===== src/rtl/pipeline_hazard_ctrl.sv =====
// Turns RAW-hazard suspend and control-flow redirects into PC / IF/ID / ID/EX enables and flushes,
// with stall-episode tracking, a stall-length watchdog and debug performance counters.
//   state | meaning
//   RUN   | pipeline advancing normally
//   STALL | PC and IF/ID held, bubble into ID/EX
//   FLUSH | redirect in progress, IF/ID loaded with NOP
module pipeline_hazard_ctrl #(
    parameter int MAX_STALL = 7,
    parameter int CNT_W     = 32
) (
    input  logic             clk_i,
    input  logic             rst_i,
    input  logic             suspend_i,
    input  logic             branch_taken_i,
    input  logic             jump_i,
    input  logic             clr_cnt_i,
    output logic             pc_stall_o,
    output logic             if_id_stall_o,
    output logic             if_id_flush_o,
    output logic             id_exe_flush_o,
    output logic [1:0]       state_o,
    output logic [2:0]       stall_len_o,
    output logic [CNT_W-1:0] stall_cycles_o,
    output logic [CNT_W-1:0] stall_events_o,
    output logic [CNT_W-1:0] flush_events_o,
    output logic             wdog_err_o
);

    localparam logic [1:0] ST_RUN   = 2'd0;
    localparam logic [1:0] ST_STALL = 2'd1;
    localparam logic [1:0] ST_FLUSH = 2'd2;

    localparam logic [CNT_W-1:0] CNT_ONE = {{(CNT_W-1){1'b0}}, 1'b1};
    localparam logic [2:0]       LEN_MAX = 3'd7;

    logic             stall;
    logic             ifIdFlush;
    logic [1:0]       state;
    logic [1:0]       stateNext;
    logic [2:0]       stallLen;
    logic [2:0]       stallLenNext;
    logic             enterStall;
    logic             wdogHit;
    logic             wdogErr;
    logic [CNT_W-1:0] stallCycles;
    logic [CNT_W-1:0] stallEvents;
    logic [CNT_W-1:0] flushEvents;

    // A taken branch kills the stalled ID instruction, so it overrides suspend.
    assign stall     = suspend_i & ~branch_taken_i;
    assign ifIdFlush = branch_taken_i | (jump_i & ~suspend_i);

    assign pc_stall_o     = stall;
    assign if_id_stall_o  = stall;
    assign if_id_flush_o  = ifIdFlush;
    assign id_exe_flush_o = suspend_i | branch_taken_i;

    always_comb begin
        stateNext = ST_RUN;
        case (state)
            ST_RUN, ST_STALL, ST_FLUSH: begin
                if (stall)
                    stateNext = ST_STALL;
                else if (ifIdFlush)
                    stateNext = ST_FLUSH;
                else
                    stateNext = ST_RUN;
            end
            default: stateNext = ST_RUN;
        endcase
    end

    assign enterStall = (stateNext == ST_STALL) && (state != ST_STALL);

    always_comb begin
        stallLenNext = 3'd0;
        if (stateNext == ST_STALL) begin
            if (state != ST_STALL)
                stallLenNext = 3'd1;
            else if (stallLen != LEN_MAX)
                stallLenNext = stallLen + 3'd1;
            else
                stallLenNext = stallLen;
        end
    end

    assign wdogHit = (int'(stallLenNext) == MAX_STALL);

    always_ff @(posedge clk_i or posedge rst_i) begin
        if (rst_i) begin
            state    <= ST_RUN;
            stallLen <= 3'd0;
        end else begin
            state    <= stateNext;
            stallLen <= stallLenNext;
        end
    end

    // Clear wins over a same-cycle event: that event is dropped, not deferred.
    always_ff @(posedge clk_i or posedge rst_i) begin
        if (rst_i) begin
            stallCycles <= '0;
            stallEvents <= '0;
            flushEvents <= '0;
            wdogErr     <= 1'b0;
        end else if (clr_cnt_i) begin
            stallCycles <= '0;
            stallEvents <= '0;
            flushEvents <= '0;
            wdogErr     <= 1'b0;
        end else begin
            if (stall)
                stallCycles <= stallCycles + CNT_ONE;
            if (enterStall)
                stallEvents <= stallEvents + CNT_ONE;
            if (ifIdFlush)
                flushEvents <= flushEvents + CNT_ONE;
            if (wdogHit)
                wdogErr <= 1'b1;
        end
    end

    assign state_o        = state;
    assign stall_len_o    = stallLen;
    assign stall_cycles_o = stallCycles;
    assign stall_events_o = stallEvents;
    assign flush_events_o = flushEvents;
    assign wdog_err_o     = wdogErr;

endmodule


===== config.mk =====
export PLATFORM = sky130hd
export DESIGN_NAME = pipeline_hazard_ctrl
export DESIGN_NICKNAME = d
export VERILOG_FILES = /design/src/rtl/pipeline_hazard_ctrl.sv
export SDC_FILE = /design/constraint.sdc
export NUM_CORES = 1
export LEC_CHECK = 0
export ABC_CLOCK_PERIOD_IN_PS = 6800
export CAP_MARGIN = 0
export CORE_MARGIN = 2
export CORE_UTILIZATION = 55
export CTS_BUF_LIST = sky130_fd_sc_hd__clkbuf_8
export CTS_CLUSTER_SIZE = 10
export DETAILED_ROUTE_END_ITERATION = 12
export PLACE_DENSITY = 0.9
export SETUP_SLACK_MARGIN = 0.1
export SYNTH_ARGS = -nofsm -noshare
export SYNTH_HDL_FRONTEND = slang
export SYNTH_SLANG_ARGS = --single-unit

===== constraint.sdc =====
create_clock -name clk_i -period 6.8 [get_ports clk_i]
set_input_delay 0.68 -clock clk_i [delete_from_list [all_inputs] [get_ports clk_i]]
set_output_delay 0.68 -clock clk_i [all_outputs]
set_load 0.01 [all_outputs]

Word level (Yosys, flattened, before mapping)
Index checks and enable logic that the tools add are counted.
{"block": "totals", "register_bits": 102, "latchBits": 0, "ram_bits": 0, "mem_bits_ro": 0, "output_inout_bits": 106, "elab_cells": 43, "mem_count": 0}
{"block": "classes", "addsub": 4, "n_mul": 0, "div": 0, "order_cmp": 0, "n_eq_ne": 6, "shifts": 0, "mux": 14, "bitwise_logic": 6, "reduce_logical": 7}
{"op": "32-bit two-way mux", "n": 6}
{"op": "32-bit by 1-bit adder with 32-bit output, second input constant", "n": 3}
{"op": "3-bit two-way mux", "n": 3}
{"op": "2-bit nonzero test", "n": 4}
{"op": "2-bit two-way mux", "n": 3}
{"op": "2-bit by 1-bit == test with 1-bit output, second input constant", "n": 2}
{"op": "3-bit by 1-bit adder with 3-bit output, second input constant", "n": 1}
{"op": "3-bit by 1-bit == test with 1-bit output, second input constant", "n": 1}
{"op": "3-bit inequality test, second input constant", "n": 1}
{"op": "3-bit OR reduction", "n": 1}
{"op": "1-bit bitwise AND", "n": 2}
{"op": "2-bit == test, second input constant", "n": 1}
{"op": "2-bit logical NOT", "n": 1}
{"op": "1-bit two-way mux", "n": 2}
{"op": "2-bit by 1-bit inequality test with 1-bit output, second input constant", "n": 1}
{"op": "1-bit inverter", "n": 2}
{"op": "1-bit bitwise OR", "n": 2}
{"op": "1-bit logical AND", "n": 1}

Logic depth before layout (Yosys ltp)
{"block": "logic_depth", "ltp_word": 11, "depth_mapped": 7}

Least setup slack after synthesis
Ideal clock, no wire load.
{"block": "synth_timing", "kind": "input-to-reg", "start": "input branch_taken_i", "end": "register stallEvents[28], in the netlist stall_events_o[28]", "setup_ps": 132, "t_arrival_ps": 1856, "setup_slack_ps": 4813, "cell_stages": 5, "path_buffers": 0, "cell_sequence": "nor3b_2 o2111ai_2 nor4b_1 xnor2_1 nor2_1"}
{"block": "synth_via", "elab_chain_cells": 7}
{"element": "start: declaration", "line_no": "14", "text": "input logic branch_taken_i,"}
{"element": "1-bit bitwise OR or 1-bit inverter (tied branches)", "line_no": "51, 50"}
{"element": "2-bit two-way mux or 1-bit bitwise AND (tied branches)", "line_no": "64, 50"}
{"element": "2-bit two-way mux (*)", "line_no": "62", "text": "if (stall)"}
{"element": "2-bit two-way mux (*)", "line_no": "60", "text": "case (state)"}
{"element": "2-bit by 1-bit == test with 1-bit output (*)", "line_no": "73", "text": "assign enterStall = (stateNext == ST_STALL) && (state != ST_STALL);"}
{"element": "1-bit logical AND (*)", "line_no": "73"}
{"element": "2-bit nonzero test (no source line) (*)"}
{"element": "end signal: assignment", "line_no": "115", "text": "stallEvents <= stallEvents + CNT_ONE;"}
{"element": "end: declaration", "line_no": "46", "text": "logic [CNT_W-1:0] stallEvents;"}
Mark *: on every way between the ends. The rest lies on a longest branch, timed or not.
A chain may end at the register's enable or synchronous reset.

Worst setup path in the final report
{"block": "layout_timing", "start": "input branch_taken_i", "end": "output pc_stall_o"}
{"block": "layout_via", "elab_chain_cells": 2}
{"element": "1-bit inverter", "line_no": "50", "text": "assign stall = suspend_i & ~branch_taken_i;"}
{"element": "1-bit bitwise AND", "line_no": "50"}
{"element": "end: declaration", "line_no": "17", "text": "output logic pc_stall_o,"}
Every way passes these cells.

==> impl_results.rst <==
.. list-table::
   :header-rows: 1

   * - Metric
     - Value
   * - Part of the Yosys area used for sequential elements
     - 49.5%
   * - Worst Max-Slew Pin Slew
     - 0.974 ns
   * - Cells on worst reg2reg path
     - 5
   * - GRT Util Overall
     - 25.1%
   * - Worst r2r dst
     - flush_events_o[26]$_DFFE_PP0P_
   * - Maximum count of clock buffers along a single path
     - 2
   * - Via count of the first global-routing pass
     - 4408
   * - Worst path max stage delay
     - 0.56 ns
   * - Setup repair after global routing missed its margin
     - false
   * - Antenna fix cells
     - 0
   * - Clock sinks
     - 102
   * - Count of pins over their slew limit
     - 0
   * - Routability-driven placement congestion ratio
     - 0.854
   * - Leading cell type in the layout, fill and taps excluded
     - clkdlybuf4s50_1
   * - Die Wd
     - 101 um
   * - Yosys warning total
     - 0
   * - Period minus WS final
     - 2.97 ns
   * - First-pass GRT wire length
     - 20600 um
   * - Avg Vias per Cell
     - 5.84
   * - Top flip-flop cell by instance count after synthesis
     - dfrtp_1
   * - Setup TNS Final
     - 0 ns
   * - Clock tree from TritonCTS
     - yes
   * - FMAX
     - 337 MHz
   * - Commonest non-fill, non-tap cells in the layout
     - clkdlybuf4s50_1, dfrtp_1, nor2_1
   * - Area contributors post-synth
     - dfrtp_1, xnor2_1, nor2_1
   * - # rows
     - 35
   * - Post-synthesis register bit count
     - 102
   * - Final clock skew
     - 0.0141 ns
   * - Floorplan die area
     - 10200 um^2
   * - Data arrival time at the worst-slack endpoint
     - 2.29 ns
   * - Max VDD drop
     - 0.128 mV
   * - Clock transition at path regs
     - 0.09 ns
   * - First-pass iteration count of the detailed router
     - 4
   * - P&R area growth vs syn
     - 26.9%
   * - Total via count in the routed design
     - 4405
   * - Number of nets still failing antenna checks after routing
     - 0
   * - Area share of the leading cell type in the synthesized netlist
     - 49.5%
   * - Seq. cell area
     - 2550 um^2
   * - Number of distinct library cells after synthesis
     - 45
   * - Setup fix buffers added after clock tree synthesis
     - 0
   * - Clock root cell
     - clkbuf_8
   * - Residual DRC
     - 0
   * - Final cell count without fillers
     - 754
   * - Overflow left after global routing
     - 0
   * - Min-Delay Endpoint
     - wdog_err_o$_DFFE_PP0P_
   * - Top cell type by total area after synthesis
     - dfrtp_1
   * - Gate count of the mapped netlist
     - 535
   * - Estimated wirelength of the detail-placed design
     - 8480 um
   * - Clock Latency Late Sink
     - 0.36 ns
   * - Worst relative slew slack
     - 34.5%
   * - Leakage power total
     - 2.59 nW
   * - IO Port Bufs
     - 111
   * - Top-level port count
     - 112
   * - Mapped Nets
     - 545
   * - Hold Fails Final Rpt
     - 0
   * - R2r setup slk
     - 4.53 ns
   * - Worst-path cell chain
     - clkdlybuf4s50_1 -> nand2b_1 -> inv_1 -> clkdlybuf4s50_1
   * - Async set or reset register ratio after synthesis
     - 100%
   * - Hold path depth
     - 1
   * - Number of placed instances, taps included
     - 739
   * - Antenna violations before repair
     - 0
   * - Max Cap Violations
     - 0
   * - Combined area of all synthesized cells
     - 5150 um^2
   * - Type of destination of the critical path
     - output pin
   * - EDFF count, synth
     - 0
   * - Cell with the largest stage delay on the worst path
     - clkdlybuf4s50_1
   * - Total number of H-tree levels
     - 3
   * - Startpoint types
     - primary input
   * - Post-cts hold buffer count
     - 0
   * - Total core area
     - 9150 um^2
   * - Pwr/cell area
     - 166 nW/um^2
   * - Filler instances
     - 645
   * - Final Cycle Share
     - 43.7%
   * - Wire length per cell
     - 16.4 um
   * - Pin count of the biggest net entering global routing
     - 81
   * - Cells resized by post-CTS repair
     - 0
   * - Final wirelength
     - 12400 um
   * - Final setup violating endpoints
     - 0
   * - Inserted Clock Buffers
     - 9
   * - Hold path startpoint
     - wdog_err_o$_DFFE_PP0P_
   * - Outcome
     - finished clean
   * - Vertical die dimension
     - 101 um
   * - Proportion of layout cells with a drive suffix above 1
     - 4.82%
   * - Mean instance size in the synthesized netlist
     - 9.63 um^2
   * - WS Path Type
     - primary input to output pin
   * - Layout Nets
     - 649
   * - Cell mode on critical path
     - clkdlybuf4s50_1
   * - CP required
     - 6.12 ns
   * - Area used by multi-input combinational logic
     - 2430 um^2
   * - Hold WC Path Type
     - flop to flop
   * - RR Startpoint
     - flush_events_o[9]$_DFFE_PP0P_
   * - Largest fanout on the critical path
     - 9
   * - Initial cell density of the core
     - 56.3%
   * - Iteration-0 DRC count of the detailed router
     - 264
[report_power, final]
part	internal (mW)	total, mW	switching, mW
clock network	0.206	0.412	0.206
registers	0.610	0.617	0.00689
logic	0.0193	0.0547	0.0354
total	0.835	1.08	0.249
[critical path: cells and delay by family]
kind,cells,cell delay [ns]
simple gates,1,0.30
buf+inv,3,1.30
[sequential cells by signal, summed over array words and instances (netlist names)]
name,flops
flush_events_o,32
stall_cycles_o,32
stall_events_o,32
stall_len_o,3
state_o,2
wdog_err_o,1
[through the flow]
step           area [um^2]  util, %  hold slack (ns)  setup WS [ns]  power, mW
2_1_floorplan         5150        -            0.541           3.44      0.660
3_3_place_gp          6330     69.2            0.500           3.75      0.683
3_5_place_dp          6330     69.2            0.519           3.64      0.684
4_1_cts               6540     71.5            0.546           3.82       1.09
5_1_grt               6540     71.5            0.553           3.71       1.12
6_report              6540     71.5            0.536           3.83       1.08
[synth_stat cells, drive strengths merged, types with 12 or more instances]
| cell type | n |
|---|---|
| nor4 | 21 |
| nand4 | 34 |
| clkbuf | 18 |
| dfrtp | 102 |
| nand2 | 31 |
| and4 | 12 |
| nand3 | 28 |
| xnor2 | 51 |
| inv | 14 |
| nor3 | 19 |
| xor2 | 36 |
| nor2 | 96 |
[cell type report]
| type | instances | share of cell area [%] |
|---|---|---|
| Clock inverter | 6 | 1.32 |
| Multi-Input combinational cell | 395 | 37.2 |
| Clock buffer | 9 | 1.89 |
| Sequential cell | 102 | 39.0 |
| Timing Repair Buffer | 117 | 17.6 |
| Inverter | 14 | 0.842 |
| Tap cell | 111 | 2.12 |
[layer usage]
| layer | global-route usage (%) | routed length [um] | vias up |
|---|---|---|---|
| met5 | 0 | 0 | - |
| met4 | 10.9 | 284 | 0 |
| met3 | 4.09 | 635 | 28 |
| met2 | 42.2 | 6290 | 152 |
| met1 | 32.0 | 5170 | 2175 |
| li1 | - | - | 2050 |
[worst max-delay path by stage]
stage	startpoint	endpoint	slack [ns]	cells past startpoint
6_report	branch_taken_i	pc_stall_o	3.83	4
5_1_grt	branch_taken_i	pc_stall_o	3.71	4
4_1_cts	branch_taken_i	pc_stall_o	3.82	4
3_5_place_dp	clr_cnt_i	stall_events_o[9]$_DFFE_PP0P_	3.64	6
3_3_place_gp	clr_cnt_i	stall_events_o[31]$_DFFE_PP0P_	3.75	6
2_1_floorplan	rst_i	flush_events_o[0]$_DFFE_PP0P_	3.44	1
[kinds of logic (layout without fill, tap and decap cells)]
family / count (synthesis) / after routing / share of synthesized area [%]
AO/OA/AOI/OAI: 24 / 24 / 3.03
buffers and inverters: 38 / 146 / 3.25
AND/OR/NAND/NOR: 277 / 277 / 27.8
adder cells (fa/ha/maj): 4 / 4 / 0.971
XOR/XNOR: 87 / 87 / 14.8
multiplexers: 3 / 3 / 0.607
flip-flops: 102 / 102 / 49.5
No activity file was read; power rests on OpenSTA's default activity.
